--- src/rtl/mux_piso_serializer_pkg.sv ---
// Shared definitions for the parallel-in/serial-out serializer.
package mux_piso_serializer_pkg;

  localparam int WORD_W = 8;
  localparam int CNT_W  = 3;

  localparam logic [CNT_W-1:0] CNT_MAX = '1;

  typedef enum logic [0:0] {
    IDLE  = 1'b0,
    SHIFT = 1'b1
  } state_e;

  // Map the bit counter to a mux select for the chosen bit order.
  function automatic logic [CNT_W-1:0] bit_sel(input logic [CNT_W-1:0] cnt,
                                                input logic msb_first);
    return msb_first ? (CNT_MAX - cnt) : cnt;
  endfunction

endpackage

--- src/rtl/mux_piso_serializer_if.sv ---
// Word-side and serial-side handshake bundle for the serializer.
interface mux_piso_serializer_if;
  import mux_piso_serializer_pkg::*;

  logic              in_valid;
  logic              in_ready;
  logic [WORD_W-1:0] in_data;
  logic              ser_ready;
  logic              ser_valid;
  logic              ser_out;
  logic              ser_last;
  logic              busy;

  // Producer/consumer side: drives words in, accepts serial bits out.
  modport master (
    output in_valid, in_data, ser_ready,
    input  in_ready, ser_valid, ser_out, ser_last, busy
  );

  // Serializer side.
  modport slave (
    input  in_valid, in_data, ser_ready,
    output in_ready, ser_valid, ser_out, ser_last, busy
  );

endinterface

--- src/rtl/mux_piso_serializer_mux8to1.sv ---
// Plain 8:1 single-bit multiplexer, input a selected by sel = 0.
module mux8to1 (
  input  logic       a,
  input  logic       b,
  input  logic       c,
  input  logic       d,
  input  logic       e,
  input  logic       f,
  input  logic       g,
  input  logic       h,
  input  logic [2:0] sel,
  output logic       q
);

  // Route the selected input to q.
  always_comb begin
    q = a;
    case (sel)
      3'd0: q = a;
      3'd1: q = b;
      3'd2: q = c;
      3'd3: q = d;
      3'd4: q = e;
      3'd5: q = f;
      3'd6: q = g;
      3'd7: q = h;
      default: q = a;
    endcase
  end

endmodule

--- src/rtl/mux_piso_serializer.sv ---
// Parallel-in/serial-out stage: takes an 8-bit word over valid/ready,
// walks the 8:1 mux across it with a 3-bit counter and registers the
// selected bit into a valid/ready/last serial stream.
module mux_piso_serializer
  import mux_piso_serializer_pkg::*;
#(
  parameter bit MSB_FIRST = 1'b0
) (
  input  logic                    clk,
  input  logic                    rst_n,
  mux_piso_serializer_if.slave    bus
);

  localparam logic [0:0] S_IDLE  = IDLE;
  localparam logic [0:0] S_SHIFT = SHIFT;

  logic [0:0]        state;
  logic [WORD_W-1:0] data_reg;
  logic [CNT_W-1:0]  cnt;
  logic [CNT_W-1:0]  sel;
  logic              ser_out_r;
  logic              ser_valid_r;
  logic              ser_last_r;
  logic              adv;
  logic              accept;
  logic              at_last;
  logic              mux_q;

  // A bit moves out when shifting and the output slot is empty or draining.
  assign adv     = (state == S_SHIFT) && (!ser_valid_r || bus.ser_ready);
  assign at_last = (cnt == CNT_MAX);
  assign accept  = bus.in_valid && bus.in_ready;
  assign sel     = bit_sel(cnt, MSB_FIRST);

  assign bus.in_ready  = (state == S_IDLE) || (adv && at_last);
  assign bus.ser_out   = ser_out_r;
  assign bus.ser_valid = ser_valid_r;
  assign bus.ser_last  = ser_last_r;
  assign bus.busy      = (state == S_SHIFT);

  mux8to1 u_mux (
    .a   (data_reg[0]),
    .b   (data_reg[1]),
    .c   (data_reg[2]),
    .d   (data_reg[3]),
    .e   (data_reg[4]),
    .f   (data_reg[5]),
    .g   (data_reg[6]),
    .h   (data_reg[7]),
    .sel (sel),
    .q   (mux_q)
  );

  // Capture the word only on the accepting edge.
  always_ff @(posedge clk or negedge rst_n) begin
    if (!rst_n) begin
      data_reg <= '0;
    end else if (accept) begin
      data_reg <= bus.in_data;
    end
  end

  // FSM and bit counter; the counter wraps 7 -> 0 so a chained word starts at 0.
  always_ff @(posedge clk or negedge rst_n) begin
    if (!rst_n) begin
      state <= S_IDLE;
      cnt   <= '0;
    end else begin
      case (state)
        S_IDLE: begin
          if (accept) begin
            cnt   <= '0;
            state <= S_SHIFT;
          end
        end
        S_SHIFT: begin
          if (adv) begin
            cnt <= cnt + 1'b1;
            if (at_last && !bus.in_valid) begin
              state <= S_IDLE;
            end
          end
        end
        default: begin
          state <= S_IDLE;
          cnt   <= '0;
        end
      endcase
    end
  end

  // Serial output register: load on advance, drain the final bit when idle.
  always_ff @(posedge clk or negedge rst_n) begin
    if (!rst_n) begin
      ser_out_r   <= 1'b0;
      ser_valid_r <= 1'b0;
      ser_last_r  <= 1'b0;
    end else if (adv) begin
      ser_out_r   <= mux_q;
      ser_valid_r <= 1'b1;
      ser_last_r  <= at_last;
    end else if (state == S_IDLE && ser_valid_r && bus.ser_ready) begin
      ser_valid_r <= 1'b0;
      ser_last_r  <= 1'b0;
    end
  end

endmodule

--- src/flat_wrapper.sv ---
// flat-port wrapper written by rule: the top's interface ports become plain ports
module mux_piso_serializer_flat import mux_piso_serializer_pkg::*;
#(
  parameter bit MSB_FIRST = 1'b0
)
  (clk, rst_n, bus_in_valid, bus_in_data, bus_ser_ready, bus_in_ready, bus_ser_valid, bus_ser_out, bus_ser_last, bus_busy);
  mux_piso_serializer_if bus_i ();
  input  logic clk;
  input  logic rst_n;
  input wire logic [$bits(bus_i.in_valid)-1:0] bus_in_valid;
  input wire logic [$bits(bus_i.in_data)-1:0] bus_in_data;
  input wire logic [$bits(bus_i.ser_ready)-1:0] bus_ser_ready;
  output wire logic [$bits(bus_i.in_ready)-1:0] bus_in_ready;
  output wire logic [$bits(bus_i.ser_valid)-1:0] bus_ser_valid;
  output wire logic [$bits(bus_i.ser_out)-1:0] bus_ser_out;
  output wire logic [$bits(bus_i.ser_last)-1:0] bus_ser_last;
  output wire logic [$bits(bus_i.busy)-1:0] bus_busy;
  assign bus_i.in_valid = bus_in_valid;
  assign bus_i.in_data = bus_in_data;
  assign bus_i.ser_ready = bus_ser_ready;
  assign bus_in_ready = bus_i.in_ready;
  assign bus_ser_valid = bus_i.ser_valid;
  assign bus_ser_out = bus_i.ser_out;
  assign bus_ser_last = bus_i.ser_last;
  assign bus_busy = bus_i.busy;
  mux_piso_serializer #(.MSB_FIRST(MSB_FIRST)) u_core (.clk(clk), .rst_n(rst_n), .bus(bus_i));
endmodule
--- config.mk ---
export PLATFORM = sky130hd
export DESIGN_NAME = mux_piso_serializer_flat
export DESIGN_NICKNAME = d
export VERILOG_FILES = /design/src/rtl/mux_piso_serializer_pkg.sv /design/src/rtl/mux_piso_serializer_if.sv /design/src/rtl/mux_piso_serializer_mux8to1.sv /design/src/rtl/mux_piso_serializer.sv /design/src/flat_wrapper.sv
export SDC_FILE = /design/constraint.sdc
export NUM_CORES = 1
export LEC_CHECK = 0
export CAP_MARGIN = 20
export CORE_MARGIN = 1.5
export CORE_UTILIZATION = 36
export CTS_BUF_LIST = sky130_fd_sc_hd__clkbuf_4 sky130_fd_sc_hd__clkbuf_8 sky130_fd_sc_hd__clkbuf_16
export CTS_CLUSTER_SIZE = 20
export DETAILED_ROUTE_END_ITERATION = 10
export MAX_ROUTING_LAYER = met4
export RECOVER_POWER = 100
export SYNTH_ARGS = -nofsm -noshare
export SYNTH_HDL_FRONTEND = slang
export SYNTH_SLANG_ARGS = --single-unit
export TNS_END_PERCENT = 100
--- constraint.sdc ---
create_clock -name clk -period 1.92 [get_ports clk]
set_clock_uncertainty 0.15 [all_clocks]
set_input_delay 0.384 -clock clk [delete_from_list [all_inputs] [get_ports clk]]
set_output_delay 0.384 -clock clk [all_outputs]
set_load 0.05 [all_outputs]
==> results of run 1 <==
[repair_timing]
item | 4_1_cts | 5_1_grt
endpoints found under the hold margin | 0 | 0
setup buffers | 3 | 0
gates resized for setup | 1 | 1
setup endpoints to repair | 1 | 1
pin swaps | 2 | 2
[final timing paths]
check,to,slack [ns],depth (start not counted)
worst max-delay path,bus_in_ready,0.04,5
worst min-delay path,u_core.bus.ser_out,0.34,2
worst max register to register,u_core.data_reg[0],0.10,7
worst min register to register,u_core.bus.ser_out,0.34,2
max in group asynchronous,u_core.bus.ser_valid,0.47,2
min in group asynchronous,u_core.data_reg[5],0.56,2
[routing by layer]
layer / up-vias / wire (um) / global-route usage, %
li1: 280 / - / -
met1: 256 / 747 / 18.0
met2: 13 / 706 / 21.7
met3: 2 / 80 / 6.14
met4: 0 / 7 / 2.70
met5: - / 0 / -
[power groups by stage]
stage	clock [uW]	combinational (uW)	sequential, uW
after global placement	0	703	571
after global routing	225	749	566
after CTS	209	774	555
after detailed placement	0	719	572
after floorplan	0	466	611
final	199	677	548
[Yosys cell counts]
master / instances
ha_1: 7
o2bb2ai_1: 1
mux2_1: 1
o21ai_0: 1
a21o_1: 1
a22o_2: 1
o21ai_1: 4
nor4_1: 1
o21ai_4: 1
nand2_1: 6
nand3_1: 2
nor2b_4: 1
nand2_4: 1
and3_2: 1
dfrtp_1: 15
inv_1: 4
o31ai_1: 1
mux2_2: 1
a211oi_2: 1
nor2_1: 1
mux2_4: 9
a22oi_1: 1
nand2b_1: 3
[area by class of cell]
type                            count  area (sq um)
Timing Repair Buffer               22           188
Fill cell                         210          1110
Sequential cell                    15           377
Multi-Input combinational cell     46           432
Tap cell                           28          35.0
Inverter                            4          17.5
Clock buffer                        4          30.0
[through the flow]
stage	TNS, ns	worst slack, ns	hold slack, ns	area (sq um)
after floorplan	0	0.0359	-0.0616	851
after global placement	0	0.0261	0.330	1080
after detailed placement	0	0.0106	0.331	1080
after CTS	0	0.0101	0.260	1130
after global routing	-0.0173	-0.0173	0.381	1080
final	0	0.0450	0.340	1080
[logic make-up (layout without fill, tap and decap cells)]
| kind of cell | count (synthesis) | after routing | share of synthesized area, % |
|---|---|---|---|
| flip-flops | 15 | 15 | 45.5 |
| multiplexers | 11 | 11 | 19.1 |
| buffers and inverters | 4 | 30 | 1.82 |
| AO/OA/AOI/OAI | 12 | 12 | 11.5 |
| AND/OR/NAND/NOR | 16 | 16 | 11.4 |
| adder cells (fa/ha/maj) | 7 | 7 | 10.6 |
[worst min-delay path, cell delays in order, from the launching register on]
cell and delay [ns]:
dfrtp_1 0.35, nand2_1 0.04, o21ai_0 0.06
==> metrics.txt, run 1 <==
nets=about 110; CTS Buf Count=3; Core ar.=0.00219 sq mm; DRT Pass-1 Iters=4; Skew-Pair Late Insertion Delay=0.28 ns; critical path, cell by cell=ha_4 -> ha_4 -> inv_4 -> o21ai_4 -> buf_12; Root Buffer=clkbuf_4; gpl congestion=between 0.7 and 0.8; Clk pwr share=around 14%; Initial Util=37.6%; #FFs+latches synth=15; Top cell by count, worst path=ha_4; Net Sw Frac=approximately 37%; yosys synthesis warning count=0; GRT Overall Usage=around 14%; CTS tree=yes; Worst-Margin Slew=between 0.8 and 0.9 ns; post-synth top area share=approximately 46%; DRT iter0 DRCs=4; synth-to-layout area growth=30.8%; syn_area_per_cell=12.7 sq um; dpl hpwl=approximately 1.2 mm; Seq pwr share=~39%; Tmin final=between 1.5 and 2 ns; drt total wl=1.54 mm; Worst setup SP type=flip-flop; number of routed nets with antenna violations=0; io pins=17; switching power total=533 uW; pwr dens=1320 mW/mm^2; first-pass GRT wire length=about 2.6 mm; Fmax=between 500 and 600 MHz; Overflow after GRT=0; critical path peak fanout=3; final core occ=between 40 and 50%; Slew headroom=about 43%; Top Family by Delay on Critical Path=flip-flops; synthesized netlist cell count=65; max-slew violations=0; CTS clk-pin slew, worst paths=approximately 0.090 ns; initial antenna violation count=0; Avg WL per Cell=between 10 and 15 um; port bufs=16; dpl cells=between 100 and 150; largest net degree at the start of global routing=16; P_leak=around 0.00048 uW; Setup crit start=u_core.cnt[1]; RR Startpoint=u_core.cnt[1]; max reg flops=8; CTS Sinks=15; worst hold start=u_core.bus.ser_out; unrepaired setup endpoints after global routing=true; CP Data Arrival Time=roughly 1.3 ns; slowest stage delay, CP=roughly 0.40 ns; row cnt=17; Post-CTS Hold Buffers=0; outcome=finished, final reports clean; Die ar.=approximately 0.0026 sq mm; Synth Net Count=84; maxcap violations=0; Setup crit end kind=output pin; crit share post-route=a little over nine tenths; Via density=between 4 and 5; Comb pwr share=47.5%; worst setup path category=flip-flop to output pin; diode count=0; largest area contributor in the netlist=dfrtp_1; Max VDD drop=a little under 700 uV; CP max stage cell=dfrtp_1; CTS max path bufs=2; Die W=~51 um; largest cells by area after synthesis=dfrtp_1 (46%), mux2_4 (16%), ha_1 (11%); Total Power=~1400 uW; worst min path class=flip-flop to flip-flop; WP buf/inv=2; Final Setup Violations=0; Post-Syn Area=825 sq um; Critical Path RT=about 1.4 ns; most frequent cells in the layout=dfrtp_1 (14), clkdlybuf4s50_1 (10), mux2_1 (7); DRC Markers=0; Pint=891 uW; post-route insts no fill=approximately 120; die height=roughly 50 um; H-tree depth=1; final hold vios=0; share of cells above drive strength 1=between 20% and 30%; post-synth cell types=23; vias in the first global route=approximately 580; Seq/Total Area, Yosys=between 40 and 50%; commonest non-fill, non-tap cell in the layout=dfrtp_1; routed vias=about 550
No activity file was read; power rests on OpenSTA's default activity.
==> inputs of run 2 (changes only) <==
- REMOVE_ABC_BUFFERS: unset -> 1
==> run 2 against run 1 <==
Effect of this change:
- non-clock buffer count did not move
- die area stayed put
- via count grew 4.4%
- global-route usage increased by 0.74 points
- clock-buffer cell count unchanged
- critical path type unchanged
- critical endpoint unchanged
- highest routed layer unchanged
==> metrics.txt, run 2 (synthesis gave the netlist of run 1 again) <==
io pins=17; Avg WL per Cell=approximately 13 um; largest net degree at the start of global routing=16; Net Sw Frac=between 30% and 40%; Seq pwr share=between 30% and 40%; first-pass GRT wire length=~2.8 mm; CP Data Arrival Time=1.36 ns; CTS Sinks=15; crit share post-route=between 90% and 100%; Post-CTS Hold Buffers=0; WHS Endpoint=u_core.bus.ser_out; vias in the first global route=587; critical path peak fanout=3; Critical Path RT=~1.4 ns; Pint=a little over 900 uW; Core ar.=roughly 0.0022 sq mm; commonest non-fill, non-tap cell in the layout=dfrtp_1; drt total wl=1.57 mm; dpl hpwl=between 1 and 1.5 mm; Comb pwr share=around 50%; DRT Pass-1 Iters=4; final core occ=49.9%; max reg flops=8; Reg area=around 380 sq um; Worst setup SP type=flip-flop; Slew headroom=~44%; worst min path class=flip-flop to flip-flop; Reg2Reg Setup Slack=about 0.10 ns; most frequent cells in the layout=dfrtp_1 (15), clkdlybuf4s50_1 (10), nand2_1 (6), mux2_1 (6); Skew-Pair Late Insertion Delay=about 0.28 ns; WHS=0.341 ns; Overflow after GRT=0; max-slew violations=0; hold depth=2; RR Startpoint=u_core.cnt[0]; unrepaired setup endpoints after global routing=true; die height=between 50 and 60 um; GRT Overall Usage=around 15%; R2R depth=7; DRC Markers=0; Via density=~4.8; worst hold start=u_core.bus.ser_out; Tmin final=1.89 ns; nets=~110; fillers=roughly 210; routed vias=around 580; CTS tree=yes; Worst-Margin Slew=0.842 ns; Fmax=about 530 MHz; Initial Util=roughly 38%; Die W=50.9 um; Setup crit start=u_core.cnt[0]; row cnt=17; CTS max path bufs=2; number of routed nets with antenna violations=0; maxcap violations=0; outcome=finished, final reports clean; Root Buffer=clkbuf_4; worst setup path category=flip-flop to output pin; total negative setup slack=0 ns; multi-input logic area=447 sq um; Final Setup Violations=0; Setup crit end kind=output pin; share of cells above drive strength 1=approximately 29%; Die ar.=roughly 0.0026 sq mm; initial antenna violation count=0; gpl congestion=0.794; final hold vios=0; diode count=0; synth-to-layout area growth=32.5%; Max VDD drop=between 500 and 600 uV; CTS Buf Count=3; switching power total=around 540 uW; H-tree depth=1; CTS clk-pin slew, worst paths=roughly 0.08 ns; pwr dens=~1300 mW/mm^2; Critical R2R Capture=u_core.bus.ser_out; port bufs=16; Clk pwr share=around an eighth; P_leak=roughly 0.00050 uW; DRT iter0 DRCs=5
## run 2: worst max-delay path: stages, from the launching register on
cell and delay [ns]:
dfrtp_1 0.40, ha_4 0.17, ha_4 0.15, inv_4 0.04
o21ai_4 0.15, buf_12 0.16
## run 2: layout make-up
| type | instances | area share, % |
|---|---|---|
| Multi-Input combinational cell | 46 | 40.9 |
| Sequential cell | 15 | 34.4 |
| Timing Repair Buffer | 22 | 17.2 |
| Tap cell | 28 | 3.21 |
| Clock buffer | 4 | 2.75 |
| Inverter | 4 | 1.60 |
## run 2: how the worst max path moves through the flow
stage | to | slack (ns) | cells after the start
6_report | bus_in_ready | 0.03 | 5
5_1_grt | bus_in_ready | -0.02 | 5
4_1_cts | bus_in_ready | 0.02 | 5
3_5_place_dp | u_core.data_reg[0] | 0.009 | 5
3_3_place_gp | u_core.data_reg[0] | 0.05 | 5
2_1_floorplan | u_core.data_reg[0] | -0.04 | 6
## run 2: metrics by stage
step	power [uW]	cells	area [sq um]	setup WS (ns)
after floorplan	1050	65	825	-0.0369
after global placement	1250	112	1050	0.0489
after detailed placement	1270	112	1050	0.00923
after CTS	1540	119	1130	0.0240
after global routing	1590	119	1090	-0.0224
final	1460	119	1090	0.0283
## run 2: per-layer routing
| metal | vias to the layer above | part of all wire (%) | global-route usage, % |
|---|---|---|---|
| met5 | - | 0 | - |
| met4 | 0 | 0.83 | 2.70 |
| met3 | 2 | 7.8 | 7.02 |
| met2 | 18 | 46 | 22.8 |
| met1 | 273 | 45 | 18.7 |
| li1 | 282 | - | - |
## run 2: what timing repair did
| action | 4_1_cts | 5_1_grt |
|---|---|---|
| setup endpoints to repair | 1 | 2 |
| endpoints found under the hold margin | 0 | 0 |
| setup buffers | 3 | 0 |
| gates resized for setup | 5 | 2 |
| pin swaps | 2 | 1 |
## run 2: power groups by stage
stage                     Combinational (uW)  Clock [uW]  Sequential [uW]
after floorplan                          454           0              597
after global placement                   701           0              548
after CTS                                783         204              553
final                                    719         194              548
after global routing                     800         219              567
after detailed placement                 725           0              544
